### config.mk
export PLATFORM = sky130hd
export DESIGN_NAME = enoc_core_interface_flat
export DESIGN_NICKNAME = d
export VERILOG_FILES = /design/src/rtl/enoc_core_interface_if.sv /design/src/rtl/enoc_core_interface.sv /design/src/flat_wrapper.sv
export SDC_FILE = /design/constraint.sdc
export NUM_CORES = 1
export LEC_CHECK = 0
export CORE_MARGIN = 5
export CORE_UTILIZATION = 50
export CTS_BUF_LIST = sky130_fd_sc_hd__clkbuf_16
export DETAILED_ROUTE_END_ITERATION = 12
export MAX_ROUTING_LAYER = met4
export PLACE_DENSITY = 0.87
export SYNTH_ARGS = -nofsm -noshare
export SYNTH_HDL_FRONTEND = slang
export SYNTH_SLANG_ARGS = --single-unit
### constraint.sdc
create_clock -name clk -period 2.79 [get_ports clk]
set_input_delay 0.279 -clock clk [delete_from_list [all_inputs] [get_ports clk]]
set_output_delay 0.279 -clock clk [all_outputs]
set_load 0.03 [all_outputs]
### src/rtl/enoc_core_interface_if.sv
// Packet format and the core/router port bundle for the node's core interface.
// The DUT takes the slave view; a core/router model (or bench) takes the master view.
package enoc_pkg;
   localparam int DEST_W = 4;

   typedef struct packed {
      logic [DEST_W-1:0] dest;
      logic [DEST_W-1:0] src;
      logic [23:0]       payload;
   } packet_t;
endpackage

interface enoc_core_interface_if #(parameter int CNT_W = 32);
   // Handshake on every port pair: a packet moves on the rising edge where its
   // valid and the receiver's enable are both high; valid never depends on enable.
   enoc_pkg::packet_t i_core_data;
   logic              i_core_data_val;
   logic              o_core_en;
   enoc_pkg::packet_t o_net_data;
   logic              o_net_data_val;
   logic              i_net_en;
   enoc_pkg::packet_t i_net_data;
   logic              i_net_data_val;
   logic              o_net_en;
   enoc_pkg::packet_t o_core_data;
   logic              o_core_data_val;
   logic              i_core_en;
   logic [CNT_W-1:0]  o_inj_count;
   logic [CNT_W-1:0]  o_ej_count;
   logic              o_overflow;
   logic              o_misroute;

   modport slave (
      input  i_core_data, i_core_data_val, i_net_en, i_net_data, i_net_data_val, i_core_en,
      output o_core_en, o_net_data, o_net_data_val, o_net_en, o_core_data, o_core_data_val,
             o_inj_count, o_ej_count, o_overflow, o_misroute
   );

   modport master (
      output i_core_data, i_core_data_val, i_net_en, i_net_data, i_net_data_val, i_core_en,
      input  o_core_en, o_net_data, o_net_data_val, o_net_en, o_core_data, o_core_data_val,
             o_inj_count, o_ej_count, o_overflow, o_misroute
   );
endinterface

### src/rtl/enoc_core_interface.sv
// Core-side network interface: FWFT injection queue toward the router and a
// single-entry ejection register toward the core, with traffic counters and sticky error flags.
module enoc_core_interface #(
   parameter int NODES = 16,
   parameter int LOC   = 0,
   parameter int DEPTH = 4,
   parameter int CNT_W = 32
) (
   input logic              clk,
   input logic              reset_n,
   enoc_core_interface_if.slave bus
);
   import enoc_pkg::*;

   localparam int AW = $clog2(DEPTH);
   localparam logic [DEST_W-1:0] LOC_ADDR = DEST_W'(LOC % NODES);

   packet_t          mem [DEPTH];
   logic [AW:0]      wr_ptr;
   logic [AW:0]      rd_ptr;
   logic             full;
   logic             empty;
   logic             wr_en;
   logic             rd_en;

   packet_t          ej_data;
   logic             ej_val;
   logic             ej_accept;
   logic             ej_drain;

   logic [CNT_W-1:0] inj_cnt;
   logic [CNT_W-1:0] ej_cnt;
   logic             overflow;
   logic             misroute;

   // Extra pointer MSB distinguishes full from empty when the indices match.
   assign full  = (wr_ptr[AW] != rd_ptr[AW]) && (wr_ptr[AW-1:0] == rd_ptr[AW-1:0]);
   assign empty = (wr_ptr == rd_ptr);
   assign wr_en = bus.i_core_data_val && !full;
   assign rd_en = bus.i_net_en && !empty;

   assign ej_drain  = ej_val && bus.i_core_en;
   assign ej_accept = bus.i_net_data_val && bus.o_net_en;

   assign bus.o_core_en       = !full;
   assign bus.o_net_data      = mem[rd_ptr[AW-1:0]];
   assign bus.o_net_data_val  = !empty;
   assign bus.o_net_en        = !ej_val || bus.i_core_en;
   assign bus.o_core_data     = ej_data;
   assign bus.o_core_data_val = ej_val;
   assign bus.o_inj_count     = inj_cnt;
   assign bus.o_ej_count      = ej_cnt;
   assign bus.o_overflow      = overflow;
   assign bus.o_misroute      = misroute;

   // Packet storage carries no reset; only the valid/pointer state does.
   always_ff @(posedge clk) begin
      if (wr_en) mem[wr_ptr[AW-1:0]] <= bus.i_core_data;
   end

   always_ff @(posedge clk) begin
      if (ej_accept) ej_data <= bus.i_net_data;
   end

   always_ff @(posedge clk or negedge reset_n) begin
      if (!reset_n) begin
         wr_ptr   <= '0;
         rd_ptr   <= '0;
         ej_val   <= 1'b0;
         inj_cnt  <= '0;
         ej_cnt   <= '0;
         overflow <= 1'b0;
         misroute <= 1'b0;
      end else begin
         if (wr_en) wr_ptr <= wr_ptr + 1'b1;
         if (rd_en) begin
            rd_ptr  <= rd_ptr + 1'b1;
            inj_cnt <= inj_cnt + 1'b1;
         end
         if (bus.i_core_data_val && full) overflow <= 1'b1;

         if (ej_accept)     ej_val <= 1'b1;
         else if (ej_drain) ej_val <= 1'b0;
         if (ej_drain) ej_cnt <= ej_cnt + 1'b1;
         // Misrouted packets are still delivered; the flag only records the event.
         if (ej_accept && (bus.i_net_data.dest != LOC_ADDR)) misroute <= 1'b1;
      end
   end
endmodule

### src/flat_wrapper.sv
// flat-port wrapper written by rule: the top's interface ports become plain ports
module enoc_core_interface_flat import enoc_pkg::*;
#(
   parameter int NODES = 16,
   parameter int LOC   = 0,
   parameter int DEPTH = 4,
   parameter int CNT_W = 32
)
  (clk, reset_n, bus_i_core_data, bus_i_core_data_val, bus_i_net_en, bus_i_net_data, bus_i_net_data_val, bus_i_core_en, bus_o_core_en, bus_o_net_data, bus_o_net_data_val, bus_o_net_en, bus_o_core_data, bus_o_core_data_val, bus_o_inj_count, bus_o_ej_count, bus_o_overflow, bus_o_misroute);
  enoc_core_interface_if #(.CNT_W(CNT_W)) bus_i ();
  input logic clk;
  input logic reset_n;
  input wire logic [$bits(bus_i.i_core_data)-1:0] bus_i_core_data;
  input wire logic [$bits(bus_i.i_core_data_val)-1:0] bus_i_core_data_val;
  input wire logic [$bits(bus_i.i_net_en)-1:0] bus_i_net_en;
  input wire logic [$bits(bus_i.i_net_data)-1:0] bus_i_net_data;
  input wire logic [$bits(bus_i.i_net_data_val)-1:0] bus_i_net_data_val;
  input wire logic [$bits(bus_i.i_core_en)-1:0] bus_i_core_en;
  output wire logic [$bits(bus_i.o_core_en)-1:0] bus_o_core_en;
  output wire logic [$bits(bus_i.o_net_data)-1:0] bus_o_net_data;
  output wire logic [$bits(bus_i.o_net_data_val)-1:0] bus_o_net_data_val;
  output wire logic [$bits(bus_i.o_net_en)-1:0] bus_o_net_en;
  output wire logic [$bits(bus_i.o_core_data)-1:0] bus_o_core_data;
  output wire logic [$bits(bus_i.o_core_data_val)-1:0] bus_o_core_data_val;
  output wire logic [$bits(bus_i.o_inj_count)-1:0] bus_o_inj_count;
  output wire logic [$bits(bus_i.o_ej_count)-1:0] bus_o_ej_count;
  output wire logic [$bits(bus_i.o_overflow)-1:0] bus_o_overflow;
  output wire logic [$bits(bus_i.o_misroute)-1:0] bus_o_misroute;
  assign bus_i.i_core_data = bus_i_core_data;
  assign bus_i.i_core_data_val = bus_i_core_data_val;
  assign bus_i.i_net_en = bus_i_net_en;
  assign bus_i.i_net_data = bus_i_net_data;
  assign bus_i.i_net_data_val = bus_i_net_data_val;
  assign bus_i.i_core_en = bus_i_core_en;
  assign bus_o_core_en = bus_i.o_core_en;
  assign bus_o_net_data = bus_i.o_net_data;
  assign bus_o_net_data_val = bus_i.o_net_data_val;
  assign bus_o_net_en = bus_i.o_net_en;
  assign bus_o_core_data = bus_i.o_core_data;
  assign bus_o_core_data_val = bus_i.o_core_data_val;
  assign bus_o_inj_count = bus_i.o_inj_count;
  assign bus_o_ej_count = bus_i.o_ej_count;
  assign bus_o_overflow = bus_i.o_overflow;
  assign bus_o_misroute = bus_i.o_misroute;
  enoc_core_interface #(.NODES(NODES), .LOC(LOC), .DEPTH(DEPTH), .CNT_W(CNT_W)) u_core (.clk(clk), .reset_n(reset_n), .bus(bus_i));
endmodule
### Word-level counts from Yosys, hierarchy flattened

Memory sizes are Yosys's and may differ from the RTL's.
Cells that the tools add are included.

| operators by class | value |
|---|---|
| eq/ne operators | 3 |
| mux-type cells | 4 |
| add/sub/neg operators | 4 |
| reduce and logical (&&, ||, !) cells | 13 |

Operator list:

| cell | count |
|---|---|
| 32-bit by 1-bit adder with 32-bit output (second input constant) | 2 |
| 1-bit logical AND | 7 |
| 3-bit by 1-bit adder with 3-bit output (second input constant) | 2 |
| 1-bit two-way mux | 4 |
| 4-bit nonzero test | 1 |
| 3-bit equality test | 1 |
| 1-bit zero test | 3 |
| 2-bit equality test | 1 |
| 2-bit nonzero test | 1 |
| 1-bit logical OR | 1 |
| 1-bit inequality test | 1 |

| storage, ports and cells | value |
|---|---|
| input bits | 70 |
| output and inout port bits | 134 |
| memory bits (writable) | 128 |
| word-level logic and storage cells | 35 |
| memories | 1 |
| bits in registers | 105 |

Memory list:

| name | words | width | read ports | clocked after Yosys merged registers in | write ports | line | RTL |
|---|---|---|---|---|---|---|---|
| u_core.mem | 4 | 32 | 1 | 0 | 1 | enoc_core_interface.sv:18 | `packet_t mem [DEPTH];` |

### Depth between registers and ports, before layout

| logic depth | value |
|---|---|
| depth after elaboration | 6 |
| gate-level depth with buffers | 7 |

### Worst setup path after synthesis

No wires, ideal clock.

| timing | value |
|---|---|
| path kind | reg-to-reg |
| start point | register u_core.rd_ptr[1] |
| end point | memory u_core.mem[3][0] in the netlist's numbering (enable) |
| setup time | 0.394 ns |
| required time | 2.396 ns |
| arrival time | 1.942 ns |
| path buffers | 1 |
| clock period less this slack | 2.336 ns |
| setup slack | 0.454 ns |
| cell stages (with the launch flop) | 5 |
| cells stage by stage | dfrtp_1 -> buf_2 -> xnor2_1 -> nand3_1 -> and3_1 |

| on the way | value |
|---|---|
| cells in the longest elaborated chain, start to end | 6 |

RTL lines:

| element | line | RTL |
|---|---|---|
| start: declaration | enoc_core_interface.sv:20 | `logic [AW:0] rd_ptr;` |
| start signal: assignment | enoc_core_interface.sv:77 | `rd_ptr <= rd_ptr + 1'b1;` |
| 2-bit equality test | enoc_core_interface.sv:37 | `assign full = (wr_ptr[AW] != rd_ptr[AW]) && (wr_ptr[AW-1:0] == rd_ptr[AW-1:0]);` |
| 1-bit logical AND | enoc_core_interface.sv:37 |  |
| 1-bit zero test | n/a |  |
| named net bus_o_core_en | flat_wrapper.sv:19 | `output wire logic [$bits(bus_i.o_core_en)-1:0] bus_o_core_en;` |
| 1-bit logical AND | enoc_core_interface.sv:39 | `assign wr_en = bus.i_core_data_val && !full;` |
| 1-bit two-way mux | enoc_core_interface.sv:58 | `if (wr_en) mem[wr_ptr[AW-1:0]] <= bus.i_core_data;` |
| 1-bit two-way mux (implied by the code) | enoc_core_interface.sv:58 |  |
| end: declaration | enoc_core_interface.sv:18 |  |

The timed path passes the listed nets, and every way through them passes these cells.

### Worst setup path after layout

| timing | value |
|---|---|
| start point | register u_core.rd_ptr[0] |
| end point | output bus_o_net_data[16] |

| on the way | value |
|---|---|
| cells in the longest elaborated chain, start to end | 1 |

RTL lines:

| element | line | RTL |
|---|---|---|
| memory 4 x 32 bit | n/a |  |
| end: declaration | flat_wrapper.sv:20 | `output wire logic [$bits(bus_i.o_net_data)-1:0] bus_o_net_data;` |

No other way between the ends.

==> results by group <==
Clocking
  – Root buf cell: clkbuf_16
  – Clock latency on the worst-skew pair: 0.51 ns
  – CTS clk-pin slew, worst paths: 0.06 ns
  – CTS tree: yes
  – Clk sinks: 233
  – Post-CTS Setup Inserts: 0
  – CTS Buffer Depth: 3
  – Htree depth: 1
  – CTS buffer count: 24

Final layout
  – Post-layout util: 0.680
  – Area grow syn2layout: 35.3%
  – Fraction of layout cells with a size suffix above 1: 0.129
  – Filler cell count: 1132
  – Nets: 809

Outcome
  – Status: finished, final reports clean

Synthesis
  – Number of flops mapped to enable cells by yosys: 160
  – Cell Area, Synth: 0.00897 mm^2
  – Top cells by area, synth: edfxtp_1, dfrtp_1, mux4_2
  – Syn avg cell area: 17.9 um^2
  – Synth cell count leaders: edfxtp_1, dfrtp_1, xnor2_1
  – #FFs+latches synth: 233
  – Yosys cell types: 35
  – Cells after Synth: 502
  – Top_reg_cell synth: edfxtp_1
  – Most area-hungry cell type in the Yosys netlist: edfxtp_1
  – Post-Syn Nets: 579
  – Post-synth top area share: 0.536
  – Register area share after synthesis: 0.739
  – Ys Warns: 0
  – Async SR Flop Fraction: 0.313
  – Most numerous cell in the Yosys netlist: edfxtp_1

Power and ir drop
  – PwrDens: 952 mW/mm^2
  – Switching pwr: 3730 uW
  – Sw frac: 0.323
  – Power Total: 11600 uW
  – Worst IR Drop VDD: 0.772 mV
  – Combinational Power Share: 0.327
  – P_int: 7820 uW
  – Sequential share of power: 0.403
  – Clock share of power: 0.270
  – Leak: 0.00445 uW

GRT
  – Gr usage total: 0.205
  – Vias in the first global route: 5759
  – Antenna violations before repair: 1
  – Global-route wire length before repair: 31.8 mm
  – Largest net degree at the start of global routing: 36
  – Gr ovfl total: 0

Route
  – Post-route ant nets: 0
  – DRT iter0 DRCs: 241
  – DRT Wirelength: 20.4 mm
  – Wirelength per Cell: 20.8 um
  – Vias: 5263
  – Drt drc: 0
  – TritonRoute pass-1 iters: 4
  – Via density: 5.37

Floorplan
  – Core footprint: 0.0178 mm^2
  – Die width: 144 um
  – Die area: 0.0207 mm^2
  – Row count: 49
  – Initial Util: 0.503
  – Die height: 144 um
  – Io pins: 204

Timing
  – Final Hold Viols: 0
  – Least-Margin Pin Slew: 0.753 ns
  – Hold Slack: 0.329 ns
  – Worst Skew: 0.0131 ns
  – Max-Slew Margin vs Limit: 0.498
  – Tmin final: 2.66 ns
  – Final Cycle Share: 0.952
  – Final Worst Setup Slack: 0.134 ns
  – Max-slew violations: 0
  – Setup Viol. Count Final: 0
  – Final setup TNS: 0 ns
  – Unrepaired setup endpoints after global routing: no
  – Max frequency: 0.377 GHz

Worst setup path
  – Element type at the critical path end: output pin
  – Flop2flop setup slack: 0.58 ns
  – Crit path required time: 2.51 ns
  – CP Launch Type: register
  – Crit-path max FO: 17
  – Worst path arrival time: 2.38 ns
  – Crit Path Class: reg -> out

Placed design
  – Dpl ws: 0.478 ns
  – Final GP Congestion: 0.885
  – Detail Placement HPWL: 14.1 mm
  – Port Buf Inserts: 203

Hold path
  – HP Class: in -> reg

Flow run
  – Maximum Capacitance Violations: 0
==> per-layer routing <==
layer  wire [um]  up-vias  global-route usage
met5           0        -                   -
met4         476        0              0.0575
li1            -     2365                   -
met1        7830     2694               0.243
met3        1360       34              0.0522
met2       10700      170               0.349
==> sequential cells by signal, summed over array words and instances (netlist names) <==
name and flops:
u_core.bus.o_core_data 32, u_core.rd_ptr 3, u_core.wr_ptr 3, u_core.bus.o_ej_count 32
u_core.bus.o_overflow 1, u_core.bus.o_inj_count 32, u_core.bus.o_core_data_val 1, u_core.mem 128
u_core.bus.o_misroute 1
==> power by group through the flow <==
| stage | Combinational (uW) | Clock [uW] | Sequential (uW) |
|---|---|---|---|
| CTS | 3850 | 3180 | 4660 |
| global route | 4010 | 3350 | 4720 |
| floorplan | 2110 | 0 | 4850 |
| detailed placement | 3820 | 0 | 4730 |
| finish | 3780 | 3120 | 4660 |
| global placement | 3750 | 0 | 4680 |
==> per-stage QoR <==
step | cell area (um^2) | cells
floorplan | 8970 | 502
finish | 12100 | 980
detailed placement | 11300 | 934
CTS | 12100 | 979
global placement | 11300 | 934
global route | 12100 | 980
==> worst paths after layout <==
kind,end,startpoint,depth (start not counted)
max,bus_o_net_data[16],u_core.rd_ptr[0]$_DFFE_PN0P_,3
min,u_core.bus.o_core_data[4]$_DFFE_PP_,bus_i_net_data[4],1
max reg2reg,u_core.bus.o_inj_count[28]$_DFFE_PN0P_,u_core.rd_ptr[0]$_DFFE_PN0P_,6
min reg2reg,u_core.bus.o_misroute$_DFFE_PN0P_,u_core.bus.o_misroute$_DFFE_PN0P_,1
max in group asynchronous,u_core.bus.o_ej_count[0]$_DFFE_PN0P_,reset_n,3
min in group asynchronous,u_core.bus.o_inj_count[19]$_DFFE_PN0P_,reset_n,2
==> worst max-delay path, cell delays in order (launching register included) <==
cell and delay [ns]:
dfrtp_2 0.36, buf_4 0.32, mux4_2 0.56, clkdlybuf4s50_1 0.63
==> layout by cell type (no fill, tap or decap), drive strengths merged, types with 2 or more instances in the layout <==
master,instances
clkdlybuf4s50,202
edfxtp,160
dfrtp,73
xnor2,49
nand2,34
mux4,32
nand3,28
clkbuf,24
xor2,22
nand4,17
nor2,15
inv,13
buf,12
and3,11
clkinv,10
nor3,9
ha,7
nor4,7
and2,5
and4,3
bufinv,3
nand2b,2
or2,2
nor3b,2
==> cell families (layout without fill, tap and decap cells) <==
group,count (synthesis),after routing,share of synthesized area
compound gates,4,4,0.00502
xor+xnor,71,71,0.0718
fa+ha+maj,7,7,0.00976
buf+inv,17,265,0.00837
flops,233,233,0.739
mux,33,33,0.0816
other cells,0,1,0
simple gates,137,137,0.0842
==> area by class of cell <==
type	instances	area, um^2	area share
inverter	6	22.5	0.00186
antenna	1	2.50	0.000206
tap	229	287	0.0236
clock inverter	20	175	0.0144
multi-input combinational	252	2270	0.187
timing repair buffer	215	2150	0.177
clock buffer	24	601	0.0495
sequential	233	6630	0.546
==> timing repair <==
| item | in CTS | in global routing |
|---|---|---|
| resized for setup | 0 | 1 |
| hold buffers | 1 | 0 |
| hold endpoints to repair | 33 | 0 |
| setup endpoints to repair | 0 | 19 |
(Power assumes the default switching activity.)
